## src/rtl/episode_buffer.sv

```systemverilog
// Episode buffer: collects one token per gamma slot into a fill bank and, on each
// theta boundary, publishes the completed episode through a valid/ready output bank.
module episode_buffer #(
   parameter int         TOKEN_W   = 8,
   parameter logic [2:0] LAST_SLOT = 3'd7
) (
   input  logic                 clk,
   input  logic                 rst,
   input  logic [2:0]           gamma_cnt,
   input  logic                 theta_tick,
   input  logic                 tok_valid,
   input  logic [TOKEN_W-1:0]   tok_data,
   output logic                 ep_valid,
   input  logic                 ep_ready,
   output logic [8*TOKEN_W-1:0] ep_data,
   output logic [7:0]           ep_mask,
   output logic [7:0]           ep_seq,
   output logic [7:0]           coll_cnt,
   output logic [7:0]           drop_cnt,
   output logic                 ep_overflow
);

   logic [8*TOKEN_W-1:0] fill_data_q, fill_data_d;
   logic [7:0]           fill_mask_q, fill_mask_d;
   logic [8*TOKEN_W-1:0] out_data_q,  out_data_d;
   logic [7:0]           out_mask_q,  out_mask_d;
   logic                 out_valid_q, out_valid_d;
   logic [7:0]           out_seq_q,   out_seq_d;
   logic [7:0]           ep_cnt_q,    ep_cnt_d;
   logic [7:0]           coll_q,      coll_d;
   logic [7:0]           drop_q,      drop_d;
   logic                 ovf_q,       ovf_d;

   logic out_free, close, publish, lose, slot_ok, tok_keep, tok_coll;

   assign out_free = !out_valid_q || ep_ready;
   assign close    = theta_tick && (|fill_mask_q);
   assign publish  = close && out_free;
   assign lose     = close && !out_free;
   assign slot_ok  = (gamma_cnt <= LAST_SLOT);
   // A token on the boundary clock lands in the freshly cleared bank, so it can never collide.
   assign tok_keep = tok_valid && slot_ok && (theta_tick || !fill_mask_q[gamma_cnt]);
   assign tok_coll = tok_valid && !tok_keep;

   // NOTE: every variable gets a default first, so no path through this block can infer a latch.
   always_comb begin
      fill_data_d = fill_data_q;
      fill_mask_d = fill_mask_q;
      out_data_d  = out_data_q;
      out_mask_d  = out_mask_q;
      out_valid_d = out_valid_q;
      out_seq_d   = out_seq_q;
      ep_cnt_d    = ep_cnt_q;
      coll_d      = coll_q;
      drop_d      = drop_q;
      ovf_d       = 1'b0;

      if (out_valid_q && ep_ready) out_valid_d = 1'b0;

      if (publish) begin
         out_data_d  = fill_data_q;
         out_mask_d  = fill_mask_q;
         out_valid_d = 1'b1;
         out_seq_d   = ep_cnt_q;
         ep_cnt_d    = ep_cnt_q + 8'd1;
      end

      if (lose) begin
         ovf_d = 1'b1;
         if (drop_q != 8'hFF) drop_d = drop_q + 8'd1;
      end

      // Clearing data with the mask keeps empty slots reading as zero once published.
      if (theta_tick) begin
         fill_mask_d = '0;
         fill_data_d = '0;
      end

      if (tok_keep) begin
         fill_data_d[int'(gamma_cnt)*TOKEN_W +: TOKEN_W] = tok_data;
         fill_mask_d[gamma_cnt] = 1'b1;
      end

      if (tok_coll && coll_q != 8'hFF) coll_d = coll_q + 8'd1;
   end

   // NOTE: sequential state uses non-blocking assignments only, so every register
   // samples the pre-edge values computed above regardless of statement order.
   always_ff @(posedge clk) begin
      if (rst) begin
         // NOTE: the data banks are reset too, because a reset must erase pending tokens
         // and the published payload, not just invalidate them.
         fill_data_q <= '0;
         fill_mask_q <= '0;
         out_data_q  <= '0;
         out_mask_q  <= '0;
         out_valid_q <= 1'b0;
         out_seq_q   <= '0;
         ep_cnt_q    <= '0;
         coll_q      <= '0;
         drop_q      <= '0;
         ovf_q       <= 1'b0;
      end else begin
         fill_data_q <= fill_data_d;
         fill_mask_q <= fill_mask_d;
         out_data_q  <= out_data_d;
         out_mask_q  <= out_mask_d;
         out_valid_q <= out_valid_d;
         out_seq_q   <= out_seq_d;
         ep_cnt_q    <= ep_cnt_d;
         coll_q      <= coll_d;
         drop_q      <= drop_d;
         ovf_q       <= ovf_d;
      end
   end

   assign ep_valid    = out_valid_q;
   assign ep_data     = out_data_q;
   assign ep_mask     = out_mask_q;
   assign ep_seq      = out_seq_q;
   assign coll_cnt    = coll_q;
   assign drop_cnt    = drop_q;
   assign ep_overflow = ovf_q;

endmodule

```

## config.mk

```make
export PLATFORM = sky130hd
export DESIGN_NAME = episode_buffer
export DESIGN_NICKNAME = d
export VERILOG_FILES = /design/src/rtl/episode_buffer.sv
export SDC_FILE = /design/constraint.sdc
export NUM_CORES = 1
export LEC_CHECK = 0
export BUFFER_PORTS_ARGS = -buffer_cell sky130_fd_sc_hd__buf_2
export CAP_MARGIN = 25
export CORE_MARGIN = 2
export CORE_UTILIZATION = 56
export DETAILED_ROUTE_END_ITERATION = 7
export GPL_TIMING_DRIVEN = 0
export PLACE_DENSITY = 0.81
export SLEW_MARGIN = 25
export SYNTH_ARGS = -nofsm -noshare
export SYNTH_HDL_FRONTEND = slang
export SYNTH_SLANG_ARGS = --single-unit
```

## constraint.sdc

```tcl
create_clock -name clk -period 2.05 [get_ports clk]
set_clock_uncertainty 0.15 [all_clocks]
set_input_delay 0.1025 -clock clk [delete_from_list [all_inputs] [get_ports clk]]
set_output_delay 0.1025 -clock clk [all_outputs]
set_load 0.03 [all_outputs]
```

# After elaboration in Yosys (flattened, before gate mapping)
# Cells that the tools add are included.
[classes]
n_bitwise = 1
mul = 0
magnitude_cmp = 3
reduce_logical = 18
muxes = 12
n_div = 0
shift = 2
eq_ne = 2
add_sub_neg = 4
[ops]
columns = ["op", "count"]
rows = [
  ["$mux W64", 2],
  ["$bwmux W64", 1],
  ["$shift A8 B33 Y64 const A", 1],
  ["$shiftx A8 B33 Y64", 1],
  ["$neg A6 Y33", 1],
  ["$add A8 B1 Y8 const B", 3],
  ["$mux W8", 2],
  ["$ne A8 B8 Y1 const B", 2],
  ["$logic_and A1 B1 Y1", 9],
  ["$or A8 B8 Y8", 1],
  ["$reduce_or A8 Y1", 1],
  ["$mux W1", 5],
  ["$logic_not A1 Y1", 4],
  ["$lt A3 B4 Y1 const B", 1],
  ["$bmux W1 S3", 1],
  ["$demux W1 S3", 1],
  ["$ge A3 B1 Y1 const B", 1],
  ["$le A3 B3 Y1 const B", 1],
  ["$logic_or A1 B1 Y1", 2],
  ["$reduce_and A2 Y1", 1],
  ["$reduce_bool A2 Y1", 1],
]
[word_totals]
input_bits = 16
latchBits = 0
elab_cells = 52
ramBits = 0
romBits = 0
mem_count = 0
output_inout_bits = 98
regBits = 178

# Logic depth before layout (Yosys ltp)
[logic_depth]
ltp_word = 8
ltp_mapped = 9
depth_no_buf = 7

# Worst setup path before layout
# Ideal clock, no wire load.
[synth_timing]
path_kind = "register to register"
from = "register coll_q[0] (netlist: coll_cnt[0])"
to = "register coll_q[7] (netlist: coll_cnt[7])"
path_stages_with_launch = 7
n_path_buf = 0
period_less_slack_ns = 2.035
required_ns = 1.779
setup_ns = 0.121
path_slack_ns = 0.015
arrival_ns = 1.765
cell_sequence = "dfxtp_1 > ha_1 > nand3_1 > o21a_1 > nand3_1 > a2111oi_0 > mux2_2"
[synth_between]
elab_chain_cells = 2
elab_cells_between_ends = 3
classes_between = "1 x add/sub; 1 x eq/ne; 1 x reduce/logical"
[synth_lines]
columns = ["item", "line_no", "rtl"]
rows = [
  ["from (decl)", "30", "logic [7:0] coll_q, coll_d;"],
  ["from (signal assigned)", "111", "coll_q <= coll_d;"],
  ["parallel branches: the longest is 2 deep, another holds $add A8 B1 Y8", "n/a", ""],
]
# Several ways; the timed one is not identified.
# A chain may end at the register's enable or synchronous reset.

# Final worst setup path
[layout_timing]
from = "register fill_mask_q[1]"
to = "register out_mask_q[7] (netlist: ep_mask[7])"
[layout_between]
elab_chain_cells = 3
[layout_lines]
columns = ["item", "line_no", "rtl"]
rows = [
  ["from (decl)", "24", "logic [7:0] fill_mask_q, fill_mask_d;"],
  ["from (signal assigned)", "105", "fill_mask_q <= fill_mask_d;"],
  ["$reduce_or A8 Y1", "37", "assign close = theta_tick && (|fill_mask_q);"],
  ["$logic_and A1 B1 Y1", "37", ""],
  ["$logic_and A1 B1 Y1", "38", "assign publish = close && out_free;"],
  ["to (signal assigned)", "107", "out_mask_q <= out_mask_d;"],
  ["to (decl)", "26", "logic [7:0] out_mask_q, out_mask_d;"],
]
# No other way between the ends.

==> run_results.csv <==
group,metric,value,unit
sta,max_freq,466,MHz
floorplan,ios,114,
sta,slew_viol_final,0,
route,routed_wire_length,18.5,mm
floorplan,rows,40,
worst_setup_path,rr_endpoint,"ep_mask[7]",
yosys,synth.net_count,811,
yosys,synth_area_per_cell,8.77,sq um
power_and_ir_drop,p_leak,0.00346,uW
power_and_ir_drop,power_per_cell_area,826,mW/mm^2
route,wire_per_inst,16.7,um
cells_and_area,antenna_cells,0,
cts,cts_num_sinks,178,
cts,h-tree-depth,4,
worst_setup_path,r2r-start,"fill_mask_q[1]",
route,dr_total_vias,6190,
grt,grt_remaining_overflow,0,
cts,tritoncts.num_buffers,17,
worst_hold_path,hold_path.startpoint,"gamma_cnt[1]",
route,ant_nets,0,
cells_and_area,fin_nets,969,
placement,post-dp-hpwl,11.6,mm
sta,slew_headroom,0.501,
floorplan,core_area,0.0120,sq mm
floorplan,design.die.area,0.0132,sq mm
worst_hold_path,holdPathEnd,"fill_mask_q[4]",
yosys,yosysUniqueCellTypes,43,
job,max-cap-violations,0,
worst_setup_path,reg2regPathDepth,8,
grt,grt_pass1_vias,5579,
worst_hold_path,worstHoldPathType,"input port to register",
sta,period_share,1.05,
cells_and_area,syn_to_final_growth,25.7,%
worst_setup_path,endpoint_kind,"register",
yosys,cell_accounting_for_the_most_synthesized_area,"dfxtp_1",
power_and_ir_drop,report.power.total,7170,uW
sta,setup_viol_count_final,4,
status,violations,"setup timing",
sta,timing_worst_slew_pin_value,0.746,ns
cts,clock-root-buffer,"clkbuf_16",
yosys,seq_area_frac_synth,0.516,
worst_setup_path,timing.critical_path.arrival,2.34,ns
status,status,"finished, violations left",
yosys,synth_cells,788,
yosys,yosys_warnings,0,
grt,antenna_found_initial,0,
route,drt-initial-drc-count,578,
cts,cts_max_path_buffers,2,
yosys,netlist.area_leader.share,0.516,
power_and_ir_drop,ir_drop,0.467,mV
route,routed_via_density,5.60,
grt,grt_start_max_net_pins,17,
grt,grtUsageTotal,0.267,
sta,number_of_hold_slack_violations_in_the_final_timing_report,0,
placement,placement.io_buffers,112,
placement,dp_slack,-0.222,ns
route,dr.pass1.iters,5,
worst_setup_path,critical_path_peak_fanout,10,
yosys,synth-seq-cells,178,
sta,rsz0062_at_grt,"true",
cts,clock_insertion_delay_worst_skew,0.44,ns
worst_setup_path,register_to_register_setup_slack,-0.1,ns
floorplan,floorplan.initialDensity,0.575,
worst_setup_path,wp_data_required,2.25,ns
worst_setup_path,path_class,"register to register",
cts,worst_setup_hold_path_clk_slew,0.06,ns
sta,period_needed,2.15,ns
sta,holdWs,0.0254,ns
floorplan,fp.dieW,115,um
worst_setup_path,crit_path_start_kind,"register",
placement,gp_congestion,0.839,
grt,grt_pass1_wl,27.5,mm
cts,cts_tree,"built",
cells_and_area,layout_commonest_cell,"nand2_1",
cells_and_area,fraction_of_layout_instances_using_a_drive_strength_above_1,0.221,
worst_hold_path,hold-path-cell-count,4,
route,detailed_route_drc_error_count,0,
floorplan,die_y,115,um
cells_and_area,layout_common_cells,"248 x nand2_1, 170 x dfxtp_1, 118 x buf_2",
yosys,synthTopCellsByArea,"dfxtp_1 52%, nand2_1 13%, mux2i_1 9.7%",
sta,post-route-worst-setup-slack,-0.0972,ns
yosys,synth.cell_area,0.00691,sq mm
where the power goes:
group	switching, uW	total [uW]	internal, uW
clock network	1390	3170	1780
logic	330	501	172
registers	23.7	3500	3480
total	1740	7170	5430
flip-flops by register name, indices dropped and copies added, names as in the netlist:
name / count
drop_cnt: 8
ep_cnt_q: 8
ep_valid: 1
fill_mask_q: 8
ep_data: 64
coll_cnt: 8
ep_mask: 8
fill_data_q: 64
ep_overflow: 1
ep_seq: 8
metal layers:
metal / vias up / part of all wire / wire length [um] / global-route usage
met5: - / 0 / 0 / 0
met4: 0 / 0.034 / 628 / 0.104
met2: 257 / 0.47 / 8690 / 0.423
met3: 66 / 0.063 / 1170 / 0.0648
met1: 2908 / 0.43 / 8030 / 0.353
li1: 2959 / - / - / -
layout make-up:
| type | instances | area, sq um |
|---|---|---|
| flip-flops and latches | 178 | 3580 |
| clock inverters | 10 | 98.8 |
| fillers | 883 | 3330 |
| well taps | 147 | 184 |
| plain buffers | 50 | 323 |
| multi-input cells | 552 | 3170 |
| repair buffers | 140 | 828 |
| clock buffers | 22 | 474 |
| inverters | 7 | 26.3 |
logic make-up after synthesis:
group | synth area share
AOI/OAI and AO/OA | 0.0860
xor gates and xnor gates | 0.0152
adders and majority gates | 0.0127
buffers and inverters | 0.0413
DFF | 0.516
muxes | 0.114
and+or+nand+nor | 0.215
worst max-delay path: stages (launching register included):
cell and delay, ns:
dfxtp_4 0.35, buf_4 0.14, nor4_4 0.42, nand2_1 0.17
nand3_2 0.15, buf_6 0.15, clkbuf_4 0.20, nand2_1 0.10
a21oi_1 0.21
synth_stat cells:
cell type,count
clkbuf_1,24
a211oi_1,6
nand4_1,11
nor3b_1,1
xor2_1,10
mux2i_1,67
buf_4,6
or3_1,1
mux2_2,8
nand2_1,248
and4b_1,3
a32oi_1,3
o21ai_0,1
or2_2,1
and4_1,2
and2_1,2
nand3_1,10
nor3_1,3
and3_1,9
o2bb2ai_1,1
ha_1,7
and3b_1,1
buf_2,18
a211o_1,1
a2111oi_0,1
dfxtp_1,178
inv_1,7
nor2b_1,9
nor4_1,3
nor2_1,33
nor4b_1,1
xnor2_1,2
o21ai_2,1
mux2_1,1
o21a_1,1
a221oi_1,1
nand2b_1,11
a21boi_1,1
buf_6,3
a32o_1,1
mux2_4,1
a22o_1,1
a21oi_1,88
worst max path at each step:
| stage | end | startpoint | slack (ns) |
|---|---|---|---|
| final | ep_mask[7] | fill_mask_q[1] | -0.1 |
| after global routing | ep_mask[7] | fill_mask_q[1] | -0.16 |
| after CTS | fill_data_q[45] | fill_mask_q[0] | -0.01 |
| after detailed placement | ep_data[0] | fill_mask_q[4] | -0.22 |
| after global placement | ep_data[54] | fill_mask_q[4] | -0.18 |
| after floorplan | coll_cnt[7] | coll_cnt[0] | 0.01 |
through the flow:
stage	utilization	cells	setup TNS [ns]	area, sq um
floorplan	-	788	0	6910
global placement	0.637	1047	-19.06	7650
detailed placement	0.637	1047	-23.10	7650
CTS	0.708	1099	-0.0123	8500
global route	0.723	1106	-5.30	8680
finish	0.723	1106	-0.148	8680
what timing repair did:
| action | 4_1_cts | 5_1_grt |
|---|---|---|
| hold buffers | 16 | 1 |
| pin swaps | 2 | 5 |
| setup endpoints to repair | 148 | 132 |
| gates cloned | 0 | 1 |
| endpoints found under the hold margin | 24 | 1 |
| resized for setup | 18 | 45 |
| setup buffers | 4 | 6 |
Note: power is estimated with default switching activity, not from simulation.
